### config.mk
export PLATFORM = sky130hd
export DESIGN_NAME = f1_start_ctrl
export DESIGN_NICKNAME = d
export VERILOG_FILES = /design/src/rtl/f1_start_ctrl.sv
export SDC_FILE = /design/constraint.sdc
export NUM_CORES = 1
export LEC_CHECK = 0
export CAP_MARGIN = 20
export CORE_UTILIZATION = 45
export CTS_BUF_LIST = sky130_fd_sc_hd__clkbuf_2 sky130_fd_sc_hd__clkbuf_4 sky130_fd_sc_hd__clkbuf_8
export DETAILED_ROUTE_END_ITERATION = 10
export GPL_ROUTABILITY_DRIVEN = 0
export PLACE_DENSITY_LB_ADDON = 0.05
export SYNTH_ARGS = -nofsm -noshare
export SYNTH_HDL_FRONTEND = slang
export SYNTH_SLANG_ARGS = --single-unit
### constraint.sdc
create_clock -name clk -period 4.3 [get_ports clk]
set_input_delay 0.86 -clock clk [delete_from_list [all_inputs] [get_ports clk]]
set_output_delay 0.86 -clock clk [all_outputs]
set_load 0.1 [all_outputs]
### src/rtl/f1_start_ctrl.sv
// F1 race-start light sequencer: lights ramp one per prescaler tick, random hold,
// lights out, then reaction-time measurement with jump-start detection.
module f1_start_ctrl #(
  parameter int WIDTH      = 16,
  parameter int LFSR_WIDTH = 7,
  parameter int RT_WIDTH   = 16
) (
  input  logic                clk,
  input  logic                rst,
  input  logic [WIDTH-1:0]    N,
  input  logic                trigger,
  input  logic                button,
  output logic [7:0]          data_out,
  output logic                busy,
  output logic [RT_WIDTH-1:0] rt,
  output logic                rt_valid,
  output logic                jump_start
);

  // state  | meaning
  // IDLE   | waiting for first trigger after reset
  // LIGHTS | lights turning on one per tick
  // HOLD   | all lights on, counting down random hold ticks
  // GO     | lights out, counting reaction cycles
  // DONE   | result (or jump start) held until next trigger
  typedef enum logic [2:0] {
    S_IDLE,
    S_LIGHTS,
    S_HOLD,
    S_GO,
    S_DONE
  } state_t;

  state_t                state_q, state_d;
  logic [7:0]            data_q, data_d;
  logic                  busy_q, busy_d;
  logic [RT_WIDTH-1:0]   rt_q, rt_d;
  logic                  rt_valid_q, rt_valid_d;
  logic                  jump_q, jump_d;
  logic [WIDTH-1:0]      pre_q, pre_d;
  logic [LFSR_WIDTH-1:0] hold_q, hold_d;
  logic [LFSR_WIDTH-1:0] lfsr_q, lfsr_d;
  logic [RT_WIDTH-1:0]   cnt_q, cnt_d;
  logic                  tick;

  assign tick = (pre_q == '0);

  always_comb begin
    state_d    = state_q;
    data_d     = data_q;
    rt_d       = rt_q;
    rt_valid_d = rt_valid_q;
    jump_d     = jump_q;
    pre_d      = pre_q;
    hold_d     = hold_q;
    cnt_d      = cnt_q;
    // x^W + x^(W-1) + 1; maximal length for the default width of 7
    lfsr_d     = {lfsr_q[LFSR_WIDTH-2:0], lfsr_q[LFSR_WIDTH-1] ^ lfsr_q[LFSR_WIDTH-2]};

    case (state_q)
      S_IDLE, S_DONE: begin
        if (trigger) begin
          data_d     = 8'h01;
          pre_d      = N;
          jump_d     = 1'b0;
          rt_valid_d = 1'b0;
          state_d    = S_LIGHTS;
        end
      end

      S_LIGHTS: begin
        if (button) begin
          data_d     = 8'h00;
          jump_d     = 1'b1;
          rt_valid_d = 1'b0;
          state_d    = S_DONE;
        end else begin
          pre_d = tick ? N : pre_q - WIDTH'(1);
          if (tick) begin
            data_d = {data_q[6:0], 1'b1};
            // the tick that lights the last lamp also arms the hold,
            // so hold ticks are counted from the moment all lights are on
            if (data_q[6]) begin
              hold_d  = lfsr_q;
              state_d = S_HOLD;
            end
          end
        end
      end

      S_HOLD: begin
        if (button) begin
          data_d     = 8'h00;
          jump_d     = 1'b1;
          rt_valid_d = 1'b0;
          state_d    = S_DONE;
        end else begin
          pre_d = tick ? N : pre_q - WIDTH'(1);
          if (tick) begin
            hold_d = hold_q - LFSR_WIDTH'(1);
            if (hold_q == LFSR_WIDTH'(1)) begin
              data_d  = 8'h00;
              cnt_d   = '0;
              state_d = S_GO;
            end
          end
        end
      end

      S_GO: begin
        if (button) begin
          rt_d       = cnt_q;
          rt_valid_d = 1'b1;
          state_d    = S_DONE;
        end else if (cnt_q != {RT_WIDTH{1'b1}}) begin
          cnt_d = cnt_q + RT_WIDTH'(1);
        end
      end

      default: state_d = S_IDLE;
    endcase

    busy_d = (state_d == S_LIGHTS) || (state_d == S_HOLD) || (state_d == S_GO);
  end

  always_ff @(posedge clk) begin
    if (rst) begin
      state_q    <= S_IDLE;
      data_q     <= 8'h00;
      busy_q     <= 1'b0;
      rt_q       <= '0;
      rt_valid_q <= 1'b0;
      jump_q     <= 1'b0;
      pre_q      <= '0;
      hold_q     <= '0;
      lfsr_q     <= LFSR_WIDTH'(1);
      cnt_q      <= '0;
    end else begin
      state_q    <= state_d;
      data_q     <= data_d;
      busy_q     <= busy_d;
      rt_q       <= rt_d;
      rt_valid_q <= rt_valid_d;
      jump_q     <= jump_d;
      pre_q      <= pre_d;
      hold_q     <= hold_d;
      lfsr_q     <= lfsr_d;
      cnt_q      <= cnt_d;
    end
  end

  assign data_out   = data_q;
  assign busy       = busy_q;
  assign rt         = rt_q;
  assign rt_valid   = rt_valid_q;
  assign jump_start = jump_q;

endmodule

==> key figures <==
Layout
  – Share of layout cells above drive strength 1: 0.0669
  – Most common library cell in the layout ignoring fill and taps: sky130_fd_sc_hd__dfxtp_1
  – NumNets Final: 544
  – Growth of design area from synthesis to finish: 19.9%
  – Cell area after layout: approximately 0.0046 mm2
  – Commonest cells after routing, fill and taps aside: sky130_fd_sc_hd__dfxtp_1, sky130_fd_sc_hd__nand2_1, sky130_fd_sc_hd__a21oi_1, sky130_fd_sc_hd__clkdlybuf4s50_1, sky130_fd_sc_hd__nor2_1
  – Number of filler instances in the final layout: 767
  – # diodes: 0

Synth
  – Total of flip-flops plus latches after synthesis: 76
  – Number of flops mapped to enable cells by yosys: 0
  – Avg Inst Size Synth: around 8 um2
  – Post-Synthesis Cell Area: 0.00383 mm2
  – Cell type with the largest total area after synthesis: sky130_fd_sc_hd__dfxtp_1
  – Proportion of synthesized flip-flops having asynchronous set or reset: 0
  – Most used flip-flop cell after synthesis: sky130_fd_sc_hd__dfxtp_1
  – Synthesis warning total: 0
  – Sequential cell area fraction in the yosys report: 0.397
  – Syn Nets: approximately 510
  – Share of the synthesized area in the top cell type: 0.397
  – Number of distinct library cell variants in the gate-level netlist after synthesis: 53
  – Dominant cells by area after synthesis: sky130_fd_sc_hd__dfxtp_1, sky130_fd_sc_hd__nand2_1, sky130_fd_sc_hd__a21oi_1
  – Mapped Cells: between 400 and 500

Die
  – Width of the die: 94.3 um
  – Number of top-level pins: 47
  – Full die area: between 0.008 and 0.009 mm2
  – Core region area: around 0.008 mm2
  – Starting Density: 0.466
  – Site row count: 33
  – Vertical die dimension: around 94 um

Placement
  – Placed wire-length estimate after detailed placement: ~6400 um
  – Post-detailed-placement cell area: ~0.0043 mm2
  – Port-buffer cells: 46

Detailed routing
  – First-pass DRT Iterations: 4
  – Count of antenna-violating nets left after detailed routing: 0
  – Count of vias placed by the detailed router: 3539
  – Drt drc: 0
  – Routed via count divided by cell count: approximately 5.6
  – DR WL/cell: roughly 15 um
  – DR iter-0 viols: ~140
  – Drt total wl: 9480 um

Timing
  – Worst-margin pin slew: slightly below 1 ns
  – Portion of the clock cycle consumed by the worst path in the final layout: 0.668
  – Setup_tns: 0 ns
  – Time the final worst path needs with I/O delays and setup: roughly 2.9 ns
  – Worst-case clock skew: 0.0147 ns
  – Endpoints failing hold: 0
  – Pins over their slew limit: 0
  – Setup repair after global routing missed its margin: no
  – Highest achievable clock rate: roughly 350 MHz
  – Relative max-transition margin: 0.347
  – Final count of negative-setup-slack endpoints: 0

Setup path
  – Req. time, crit path: roughly 3.4 ns
  – Slowest cell on the critical path: sky130_fd_sc_hd__clkdlybuf4s50_1
  – CP delay by family, top: buffers and inverters
  – Cell-by-cell trace of the critical path: clkdlybuf4s50_1
  – Setup crit end kind: primary output
  – Worst path bufs/invs: 1
  – Critical path peak fanout: 6
  – Critical path startpoint category: flip-flop
  – Worst Path Arrival: roughly 2 ns
  – Crit path largest cell delay: ~1.2 ns
  – WS Path Type: reg2out

Global routing
  – Remaining global-route overflow: 0
  – Overall routing resource usage: 0.234
  – Pin count of the biggest net entering global routing: 54
  – Initial antenna violation count: 0
  – Vias in the first global route: around 3400
  – First-pass GRT wire length: around 16000 um

CTS
  – Maximum root-to-sink buffer count: 2
  – Clock transition at the registers of the reported paths: about 0.08 ns
  – Num CTS Buffers: 9
  – Count of hold-fix buffers inserted at cts: 0
  – TritonCTS clock tree: done
  – Clock Sink Count: between 70 and 80
  – Number of cells upsized or downsized after cts: 0
  – Clock insertion delay at the later pin of the skew report: 0.35 ns
  – Clock root cell: sky130_fd_sc_hd__clkbuf_8
  – Post-CTS setup buffer count: 0
  – H-tree lvl count: 3

Job
  – Max-cap check violation count: 0

Power
  – Total power per unit cell area: around 370 mW/mm2
  – Leakage dissipation: ~1.6 nW
  – VDD IR max: roughly 0.22 mV

Outcome
  – Status: finished clean

Hold path
  – Class of the worst hold path: reg2reg
## flip-flops by register name, summed over array words and instances (netlist names)
signal      cells
busy            1
cnt_q          16
data_out        8
hold_q          7
jump_start      1
lfsr_q          7
pre_q          16
rt             16
rt_valid        1
state_q         3
## cell type report
cell class / instances / area [um2] / share of cell area
multi-input cells: 359 / 2110 / 0.460
repair buffers: 55 / 527 / 0.115
inverters: 18 / 67.6 / 0.0147
well taps: 105 / 131 / 0.0286
clock inverters: 6 / 113 / 0.0245
flip-flops and latches: 76 / 1520 / 0.331
clock buffers: 9 / 124 / 0.0269
## per-layer routing
layer,vias to the layer above,GRT usage,part of all wire
met4,0,0.0872,0.016
met1,1638,0.315,0.49
met3,13,0.0372,0.037
met5,-,0,0
met2,66,0.371,0.46
li1,1822,-,-
## cell families after synthesis
| kind of cell | count (synthesis) | synth area share |
|---|---|---|
| multiplexers | 12 | 0.0320 |
| XOR/XNOR | 8 | 0.0183 |
| adder cells (fa/ha/maj) | 5 | 0.0163 |
| AND/OR/NAND/NOR | 203 | 0.263 |
| buffers and inverters | 46 | 0.0516 |
| AO/OA/AOI/OAI | 131 | 0.222 |
| flip-flops | 76 | 0.397 |
## report_power, final
group	total, mW	internal [mW]	switching, mW
Combinational	0.289	0.104	0.185
Clock	0.661	0.385	0.276
Sequential	0.756	0.730	0.0261
Total	1.71	1.22	0.487
## stage by stage
step | hold WS (ns) | power, mW | worst slack, ns | cells | util
2_1_floorplan | 0.438 | 0.979 | 1.85 | 481 | -
3_3_place_gp | 0.442 | 1.05 | 1.23 | 612 | 0.529
3_5_place_dp | 0.447 | 1.06 | 1.11 | 612 | 0.529
4_1_cts | 0.458 | 1.72 | 1.41 | 627 | 0.558
5_1_grt | 0.477 | 1.79 | 1.26 | 628 | 0.559
6_report | 0.455 | 1.71 | 1.43 | 628 | 0.559
## path summary, 6_finish.rpt
path                       to  slack [ns]         from  cells past startpoint
setup / recovery  data_out[6]        1.43  data_out[6]                      1
hold / removal          rt[0]        0.46        rt[0]                      2
hold reg to reg         rt[0]        0.46        rt[0]                      2
setup reg to reg  data_out[2]        1.55    pre_q[10]                      5
## cells in the mapped netlist (2+ instances only)
library cell                instances
sky130_fd_sc_hd__dfxtp_1           76
sky130_fd_sc_hd__nand2_1           69
sky130_fd_sc_hd__a21oi_1           49
sky130_fd_sc_hd__nor2_1            34
sky130_fd_sc_hd__o21ai_0           26
sky130_fd_sc_hd__clkbuf_1          21
sky130_fd_sc_hd__nand3_1           19
sky130_fd_sc_hd__inv_1             18
sky130_fd_sc_hd__nor3_1            14
sky130_fd_sc_hd__or3_1             12
sky130_fd_sc_hd__nor2b_1           11
sky130_fd_sc_hd__mux2i_1           10
sky130_fd_sc_hd__nand2b_1           8
sky130_fd_sc_hd__a211oi_1           7
sky130_fd_sc_hd__nand4_1            7
sky130_fd_sc_hd__o32ai_1            7
sky130_fd_sc_hd__xor2_1             7
sky130_fd_sc_hd__a2111o_1           6
sky130_fd_sc_hd__and3_1             5
sky130_fd_sc_hd__ha_1               5
sky130_fd_sc_hd__o31ai_1            5
sky130_fd_sc_hd__a2111oi_0          4
sky130_fd_sc_hd__a31oi_1            4
sky130_fd_sc_hd__and4_1             4
sky130_fd_sc_hd__nor4_1             4
sky130_fd_sc_hd__o211ai_1           4
sky130_fd_sc_hd__or4_1              4
sky130_fd_sc_hd__and2_1             3
sky130_fd_sc_hd__buf_6              3
sky130_fd_sc_hd__o31a_1             3
sky130_fd_sc_hd__or2_2              3
sky130_fd_sc_hd__a311oi_1           2
sky130_fd_sc_hd__a41o_1             2
sky130_fd_sc_hd__buf_1              2
sky130_fd_sc_hd__buf_2              2
sky130_fd_sc_hd__mux2_2             2
sky130_fd_sc_hd__o2111ai_1          2
sky130_fd_sc_hd__or3_4              2
(Power assumes the default switching activity.)
